$ cat config.mk
export PLATFORM = sky130hd
export DESIGN_NAME = hall_tachometer
export DESIGN_NICKNAME = d
export VERILOG_FILES = /design/src/rtl/hall_tachometer.sv
export SDC_FILE = /design/constraint.sdc
export NUM_CORES = 1
export LEC_CHECK = 0
export ABC_AREA = 1
export CAP_MARGIN = 20
export CORE_MARGIN = 5
export CORE_UTILIZATION = 40
export CTS_CLUSTER_DIAMETER = 30
export DETAILED_ROUTE_END_ITERATION = 8
export GPL_ROUTABILITY_DRIVEN = 0
export HOLD_SLACK_MARGIN = 0.02
export PLACE_DENSITY = 0.71
export SLEW_MARGIN = 30
export SYNTH_ARGS = -nofsm -noshare
export SYNTH_HDL_FRONTEND = slang
export SYNTH_SLANG_ARGS = --single-unit
$ cat constraint.sdc
create_clock -name clock -period 7.25 [get_ports clock]
set_clock_uncertainty 0.1 [all_clocks]
set_input_delay 1.8125 -clock clock [delete_from_list [all_inputs] [get_ports clock]]
set_output_delay 1.8125 -clock clock [all_outputs]
set_load 0.02 [all_outputs]
$ cat src/rtl/hall_tachometer.sv
// hall_tachometer: decodes the three hall inputs into signed position,
// direction, commutation period, stall flag and fault count, and presents a
// snapshot of them through a single-cycle request/acknowledge handshake.
// Optional glitch filter between the synchronizer and the decoder is enabled
// by defining HALL_TACHOMETER_FILTER_EN.
module hall_tachometer #(
  parameter int COUNT_WIDTH   = 16,
  parameter int PERIOD_WIDTH  = 16,
  parameter int FAULT_WIDTH   = 8,
  parameter int FILTER_CYCLES = 4
) (
  input  logic                    clock,
  input  logic                    reset,
  input  logic [2:0]              h,
  input  logic                    sample_req,
  output logic                    sample_ack,
  output logic [COUNT_WIDTH-1:0]  position,
  output logic [PERIOD_WIDTH-1:0] period,
  output logic                    direction,
  output logic                    stalled,
  output logic [FAULT_WIDTH-1:0]  fault_count
);

  if (FILTER_CYCLES < 1 || FILTER_CYCLES > 15) begin : g_bad_filter
    $error("hall_tachometer: FILTER_CYCLES must be in 1..15");
  end

  localparam logic [2:0] IDX_BAD = 3'd7;

  // Forward commutation order 001,011,010,110,100,101 -> 0..5.
  function automatic logic [2:0] hall_idx(input logic [2:0] code);
    case (code)
      3'b001:  hall_idx = 3'd0;
      3'b011:  hall_idx = 3'd1;
      3'b010:  hall_idx = 3'd2;
      3'b110:  hall_idx = 3'd3;
      3'b100:  hall_idx = 3'd4;
      3'b101:  hall_idx = 3'd5;
      default: hall_idx = IDX_BAD;
    endcase
  endfunction

  logic [2:0]              h_meta_q, h_sync_q, code_w, h_last_q;
  logic                    locked_q;
  logic [2:0]              prev_idx_q;
  logic [COUNT_WIDTH-1:0]  pos_q;
  logic                    dir_q;
  logic [PERIOD_WIDTH-1:0] per_cnt_q, per_q;
  logic                    stall_q;
  logic [FAULT_WIDTH-1:0]  fault_q, fault_d, fault_base;
  logic                    sample_pend_q, ack_q;
  logic [COUNT_WIDTH-1:0]  snap_pos_q;
  logic [PERIOD_WIDTH-1:0] snap_per_q;
  logic                    snap_dir_q, snap_stall_q;
  logic [FAULT_WIDTH-1:0]  snap_fault_q;

  logic [2:0] new_idx, delta;
  logic       code_chg, code_ok, live;
  logic       lock_evt, step_fwd, step_rev, skip_evt, bad_evt, step_evt, per_sat;

  // Two-flop synchronizer for the asynchronous hall inputs.
  always_ff @(posedge clock or posedge reset) begin
    if (reset) begin
      h_meta_q <= '0;
      h_sync_q <= '0;
    end else begin
      h_meta_q <= h;
      h_sync_q <= h_meta_q;
    end
  end

`ifdef HALL_TACHOMETER_FILTER_EN
  localparam logic [3:0] FILT_N = 4'(FILTER_CYCLES);

  logic [2:0] h_cand_q, h_filt_q;
  logic [3:0] filt_cnt_q;

  // Accept a new synchronized code only after FILT_N consecutive samples.
  always_ff @(posedge clock or posedge reset) begin
    if (reset) begin
      h_cand_q   <= '0;
      h_filt_q   <= '0;
      filt_cnt_q <= '0;
    end else if (h_sync_q == h_filt_q) begin
      h_cand_q   <= h_sync_q;
      filt_cnt_q <= '0;
    end else if (h_sync_q != h_cand_q) begin
      h_cand_q   <= h_sync_q;
      filt_cnt_q <= 4'd1;
      if (FILT_N == 4'd1) h_filt_q <= h_sync_q;
    end else if ((filt_cnt_q + 4'd1) >= FILT_N) begin
      h_filt_q   <= h_sync_q;
      filt_cnt_q <= '0;
    end else begin
      filt_cnt_q <= filt_cnt_q + 4'd1;
    end
  end

  assign code_w = h_filt_q;
`else
  assign code_w = h_sync_q;
`endif

  // Classify each change of the decoded code against the held index.
  always_comb begin
    new_idx  = hall_idx(code_w);
    code_chg = (code_w != h_last_q);
    code_ok  = (new_idx != IDX_BAD);
    // Modulo-6 distance; the 3-bit wrap is harmless since the result is 1..5.
    if (new_idx >= prev_idx_q) delta = new_idx - prev_idx_q;
    else                       delta = new_idx + 3'd6 - prev_idx_q;
    live     = code_chg && locked_q;
    lock_evt = code_chg && !locked_q && code_ok;
    step_fwd = live && code_ok && (delta == 3'd1);
    step_rev = live && code_ok && (delta == 3'd5);
    skip_evt = live && code_ok && (delta == 3'd2 || delta == 3'd3 || delta == 3'd4);
    bad_evt  = live && !code_ok;
    step_evt = step_fwd || step_rev;
    per_sat  = (per_cnt_q == '1);
    // A snapshot clears the count, but a fault on that same edge survives.
    fault_base = sample_pend_q ? '0 : fault_q;
    fault_d    = fault_base;
    if ((skip_evt || bad_evt) && (fault_base != '1))
      fault_d = fault_base + FAULT_WIDTH'(1);
  end

  // Position, direction, period and fault tracking.
  always_ff @(posedge clock or posedge reset) begin
    if (reset) begin
      h_last_q   <= '0;
      locked_q   <= 1'b0;
      prev_idx_q <= '0;
      pos_q      <= '0;
      dir_q      <= 1'b0;
      per_cnt_q  <= '1;
      per_q      <= '1;
      stall_q    <= 1'b1;
      fault_q    <= '0;
    end else begin
      h_last_q <= code_w;
      fault_q  <= fault_d;
      if (lock_evt) locked_q <= 1'b1;
      if (lock_evt || step_evt || skip_evt) prev_idx_q <= new_idx;
      if (step_fwd) begin
        pos_q <= pos_q + COUNT_WIDTH'(1);
        dir_q <= 1'b1;
      end else if (step_rev) begin
        pos_q <= pos_q - COUNT_WIDTH'(1);
        dir_q <= 1'b0;
      end
      if (step_evt) begin
        per_q   <= per_cnt_q;
        stall_q <= 1'b0;
      end else if (per_sat) begin
        per_q   <= '1;
        stall_q <= 1'b1;
      end
      // Restart at 1 so the latched value equals edges between steps.
      if (lock_evt || step_evt) per_cnt_q <= PERIOD_WIDTH'(1);
      else if (!per_sat)        per_cnt_q <= per_cnt_q + PERIOD_WIDTH'(1);
    end
  end

  // Snapshot handshake: load the outputs one edge after the request.
  always_ff @(posedge clock or posedge reset) begin
    if (reset) begin
      sample_pend_q <= 1'b0;
      ack_q         <= 1'b0;
      snap_pos_q    <= '0;
      snap_per_q    <= '1;
      snap_dir_q    <= 1'b0;
      snap_stall_q  <= 1'b1;
      snap_fault_q  <= '0;
    end else begin
      sample_pend_q <= sample_req;
      ack_q         <= sample_pend_q;
      if (sample_pend_q) begin
        snap_pos_q   <= pos_q;
        snap_per_q   <= per_q;
        snap_dir_q   <= dir_q;
        snap_stall_q <= stall_q;
        snap_fault_q <= fault_q;
      end
    end
  end

  assign sample_ack  = ack_q;
  assign position    = snap_pos_q;
  assign period      = snap_per_q;
  assign direction   = snap_dir_q;
  assign stalled     = snap_stall_q;
  assign fault_count = snap_fault_q;

endmodule
## After elaboration in Yosys (flattened, before gate mapping)

Cells that the tools add are included.

- Add/sub/neg operators: 7
- $lt $le $gt $ge: 1
- Eq/ne operators: 16
- Multiplexer cells: 14
- Reduce and logical (&&, ||, !) cells: 19

Operators by type and width:

| cell | count |
|---|---|
| $mux W16 | 6 |
| $add A16 B1 Y16 const B | 2 |
| $pmux W3 S6 | 1 |
| $eq A16 B16 Y1 const B | 1 |
| $mux W8 | 2 |
| $sub A16 B1 Y16 const B | 1 |
| $eq A3 B3 Y1 const B | 5 |
| $eq A3 B2 Y1 const B | 4 |
| $logic_and A1 B1 Y1 | 9 |
| $add A8 B1 Y8 const B | 1 |
| $ne A8 B8 Y1 const B | 1 |
| $eq A3 B1 Y1 const B | 2 |
| $logic_or A1 B1 Y1 | 6 |
| $sub A3 B3 Y3 | 2 |
| $mux W1 | 4 |
| $reduce_bool A2 Y1 | 2 |
| $add A3 B3 Y3 const B | 1 |
| $ge A3 B3 Y1 | 1 |
| $mux W3 | 1 |
| $ne A3 B3 Y1 | 1 |
| $ne A3 B3 Y1 const B | 1 |
| $logic_not A1 Y1 | 2 |
| $ne A2 B1 Y1 const B | 1 |

- Register bits: 115
- Output and inout port bits: 43

## Longest topological paths before layout

- Word-level depth: 12
- Mapped depth: 25

## Worst setup path before layout

OpenSTA, ideal clock, no wires.

- Path type: register -> register
- Start: register h_sync_q[1], in the netlist code_w[1]
- End: register pos_q[14]
- Arrival time: 3.505 ns
- Setup slack: 3.528 ns
- Stages on the path, launching flop included: 22
- Cells stage by stage: dfrtp_1 nand2_1 nand3_2 nand2_1 inv_1 ha_1 fa_1 inv_1 nand2_1 nand2_1 nor2_4 nand3_1 ha_1 nand2_1 o21ai_0 nand2_1 nand2_1 nand3_1 nand2_1 nand2_1 nand3_1 nand2_1

- Word-level cells in the longest chain between the ends: 8
- Elaborated cells on any way between the ends: 22
- Classes of those cells: add/sub (3); order compare (1); eq/ne (10); mux (3); reduce/logical (5)

RTL lines:

| element | line | RTL |
|---|---|---|
| start: declaration | 43 | `logic [2:0] h_meta_q, h_sync_q, code_w, h_last_q;` |
| start signal: assignment | 68 | `h_sync_q <= h_meta_q;` |
| $eq A3 B3 Y1 (tied with other cells) | 32 | `case (code)` |
| $pmux W3 S6 | 32 |  |
| $add A3 B3 Y3 | 111 | `else delta = new_idx + 3'd6 - prev_idx_q;` |
| $sub A3 B3 Y3 | 111 |  |
| $mux W3 | 110 | `if (new_idx >= prev_idx_q) delta = new_idx - prev_idx_q;` |
| $eq A3 B1 Y1 / $eq A3 B3 Y1 (equally long branches) | 114, 115 |  |
| $logic_and A1 B1 Y1, on equally long branches | 114, 115 |  |
| $mux W16 / $reduce_bool A2 Y1 (equally long branches) | - |  |
| end signal: assignment | 145 | `pos_q <= pos_q + COUNT_WIDTH'(1);` |
| end signal: assignment | 148 | `pos_q <= pos_q - COUNT_WIDTH'(1);` |
| end: declaration | 46 | `logic [COUNT_WIDTH-1:0] pos_q;` |

Several ways; a longest one is shown, not always the timed one.
A chain may end at the register's enable or synchronous reset.

## Final worst setup path

- Start: register h_sync_q[1], in the netlist code_w[1]
- End: register pos_q[15]

Same word-level chain as after synthesis.

==> reports/qor.txt <==
Outcome: complete, no violations
Area after DPL: 6540 sq um
GRT Total Usage: 14.3%
Hold Fails Final Rpt: 0
Die Y: 131 microns
Initial drt markers: 235
Fin. max-slew vios: 0
Die span in x: 131 microns
Via Count: 4511
Most common cell after layout, fill and taps aside: nand2_1
CTS Buffer Depth: 2
Drt total wl: 11700 microns
Slowest stage delay, CP: 0.62 ns
Slew @ Worst Pin: 0.811 ns
Dominant synthesized flop cell: dfrtp_1
DR DRC count: 0
PwrDens: 485 nW/um^2
Syn Nets: 725
Max transition margin: 45.9%
Die footprint: 17200 sq um
Number of setup buffers added after CTS: 0
Avg Cell Area, Syn: 8.48 sq um
Inserted Diodes: 0
Sum of buffers and inverters on the critical path: 1
VDD IR max: 213 uV
Yosys reg bits: 115
Arrival time at the worst endpoint: 4.49 ns
Critical path fanouts, max: 18
CTS buffer count: 17
Most common cell on crit path: nand2_1
Sum Neg Setup Slack: 0 ns
Cell area after synthesis: 5890 sq um
Final setup viols: 0
Hold Buf Count CTS: 0
Startpoint types: register
Synth async-reset ratio: 100%
Pre-antenna DRT Iters: 4
Data required, critical path: 7.45 ns
P_leak: 0.00342 uW
Slowest cell on crit path: ha_1
Layout cells sized above 1: 14.2%
TritonCTS clock tree: yes
Min Tclk post-route: 4.29 ns
Largest net degree at the start of global routing: 70
Final ANT Viol Nets: 0
Fill count: 1346
CORE AREA: 14500 sq um
Worst Setup End Kind: register
RSZ-0062 raised after global routing: no
Tcrit/Tclk final: 59.1%
H-tree lvl count: 4
CTS sink count: 115
FF/Latch Area: 2940 sq um
Post-synth EDFFs: 0
Register area share after synthesis: 49.9%
DP Wirelength: 8110 microns
Cell family with most CP delay: simple AND/OR/NAND/NOR gates
Final Cell Area: 7120 sq um
Setup Crit Path Kind: reg -> reg
Yosys Warn Count: 0
Number of buffers added on ports: 48
Starting density of the core: 40.7%
Drt wl/cell: 12.4 microns
Maximum clock rate: 233 MHz
Area taken by multi-input logic gates: 2590 sq um
I/O Pins: 49
CTS Root Buffer Type: clkbuf_16
Hold crit path type: reg -> reg
Register clock-pin slew on the reported worst setup and hold paths: 0.05 ns
Final #Nets: 779
Grt total ovfl: 0
Synth Instances: 694
Vias per cell: 4.78
Post-cts sizing count: 0
Crit-path cells: o21ai_0 > nand2_1 > inv_1 > ha_1 > fa_1 > nand3_1 > nand2_1 > nor2_4 > nand3_1 > ha_1 > a21oi_1 > o21ai_0 > nand2_1 > nand2_1 > a21oi_1 > nand2_1 > nand3_1 > nand2_1
Clk_lat worst skew: 0.41 ns
First-pass GRT wire length: 20700 microns
Commonest cells after routing, fill and taps aside: nand2_1 (215), inv_1 (68), dfrtp_1 (65), dfstp_2 (50), nor2_1 (49)
Maxcap violations: 0
Initial antenna violation count: 0
Area grow syn2layout: 20.9%
Vias in the first global route: 4376
Synth unique cells: 41
# rows: 44
[state kept, by name (all words and copies together) (netlist names), 3 cells and up]
register     count
per_cnt_q       16
per_q           16
period          16
pos_q           16
position        16
fault_count      8
fault_q          8
code_w           3
h_last_q         3
h_meta_q         3
prev_idx_q       3
[Yosys cell counts, drive strengths merged (3+ instances only)]
master	count	share of area [%]
nand2	223	15
inv	72	4.6
dfrtp	65	28
nor2	55	3.9
o21ai	54	4.7
dfstp	50	22
nand3	46	4.4
ha	23	4.9
xor2	19	2.8
a21oi	16	1.4
a31oi	14	1.5
nor3	11	1.0
buf	8	1.0
clkbuf	8	0.51
xnor2	8	1.2
nand3b	5	0.64
nand4	4	0.68
nor4	3	0.42
[cell type report]
type	instances	share of cell area, %
Clock buffer	22	6.38
Clock inverter	9	1.85
Inverter	72	3.83
Multi-Input combinational cell	491	36.4
Sequential cell	115	41.3
Tap cell	184	3.23
Timing Repair Buffer	51	7.06
[kinds of logic (layout without fill, tap and decap cells)]
group	after synthesis	in the layout	synth area share (%)
compound gates	88	88	8.07
xor+xnor	27	27	4.02
fa+ha+maj	25	25	5.57
buf+inv	88	154	6.10
flops	115	115	49.9
simple gates	351	351	26.3
[per-stage QoR]
stage	cells	total power [uW]	worst slack, ns	util (%)	hold slack [ns]
floorplan	694	2230	2.38	-	0.231
global placement	913	2610	3.09	45.1	0.232
detailed placement	913	2640	2.97	45.1	0.236
CTS	944	3490	2.94	49.2	0.248
global route	944	3770	2.38	49.2	0.263
finish	944	3450	2.96	49.2	0.248
[routing by layer]
metal / GRT usage (%) / vias up / wire [microns] / part of all wire (%)
li1: - / 2346 / - / -
met1: 19.4 / 2082 / 5730 / 49
met2: 21.8 / 68 / 5260 / 45
met3: 3.67 / 15 / 477 / 4.1
met4: 6.17 / 0 / 204 / 1.7
met5: 0 / - / 0 / 0
[power by group]
group	internal (uW)	switching, uW	total [uW]
sequential	915	120	1040
combinational	608	988	1600
clock	545	277	823
total	2070	1390	3450
[final timing paths]
kind	start	end	slack, ns	depth (start not counted)
worst min register to register	h_meta_q[0]	code_w[0]	0.25	0
worst max register to register	code_w[1]	pos_q[15]	2.96	18
worst min-delay path	h_meta_q[0]	code_w[0]	0.25	0
min in group asynchronous	reset	locked_q	1.83	2
worst max-delay path	code_w[1]	pos_q[15]	2.96	18
max in group asynchronous	reset	pos_q[10]	4.11	3
(Power assumes the default switching activity.)
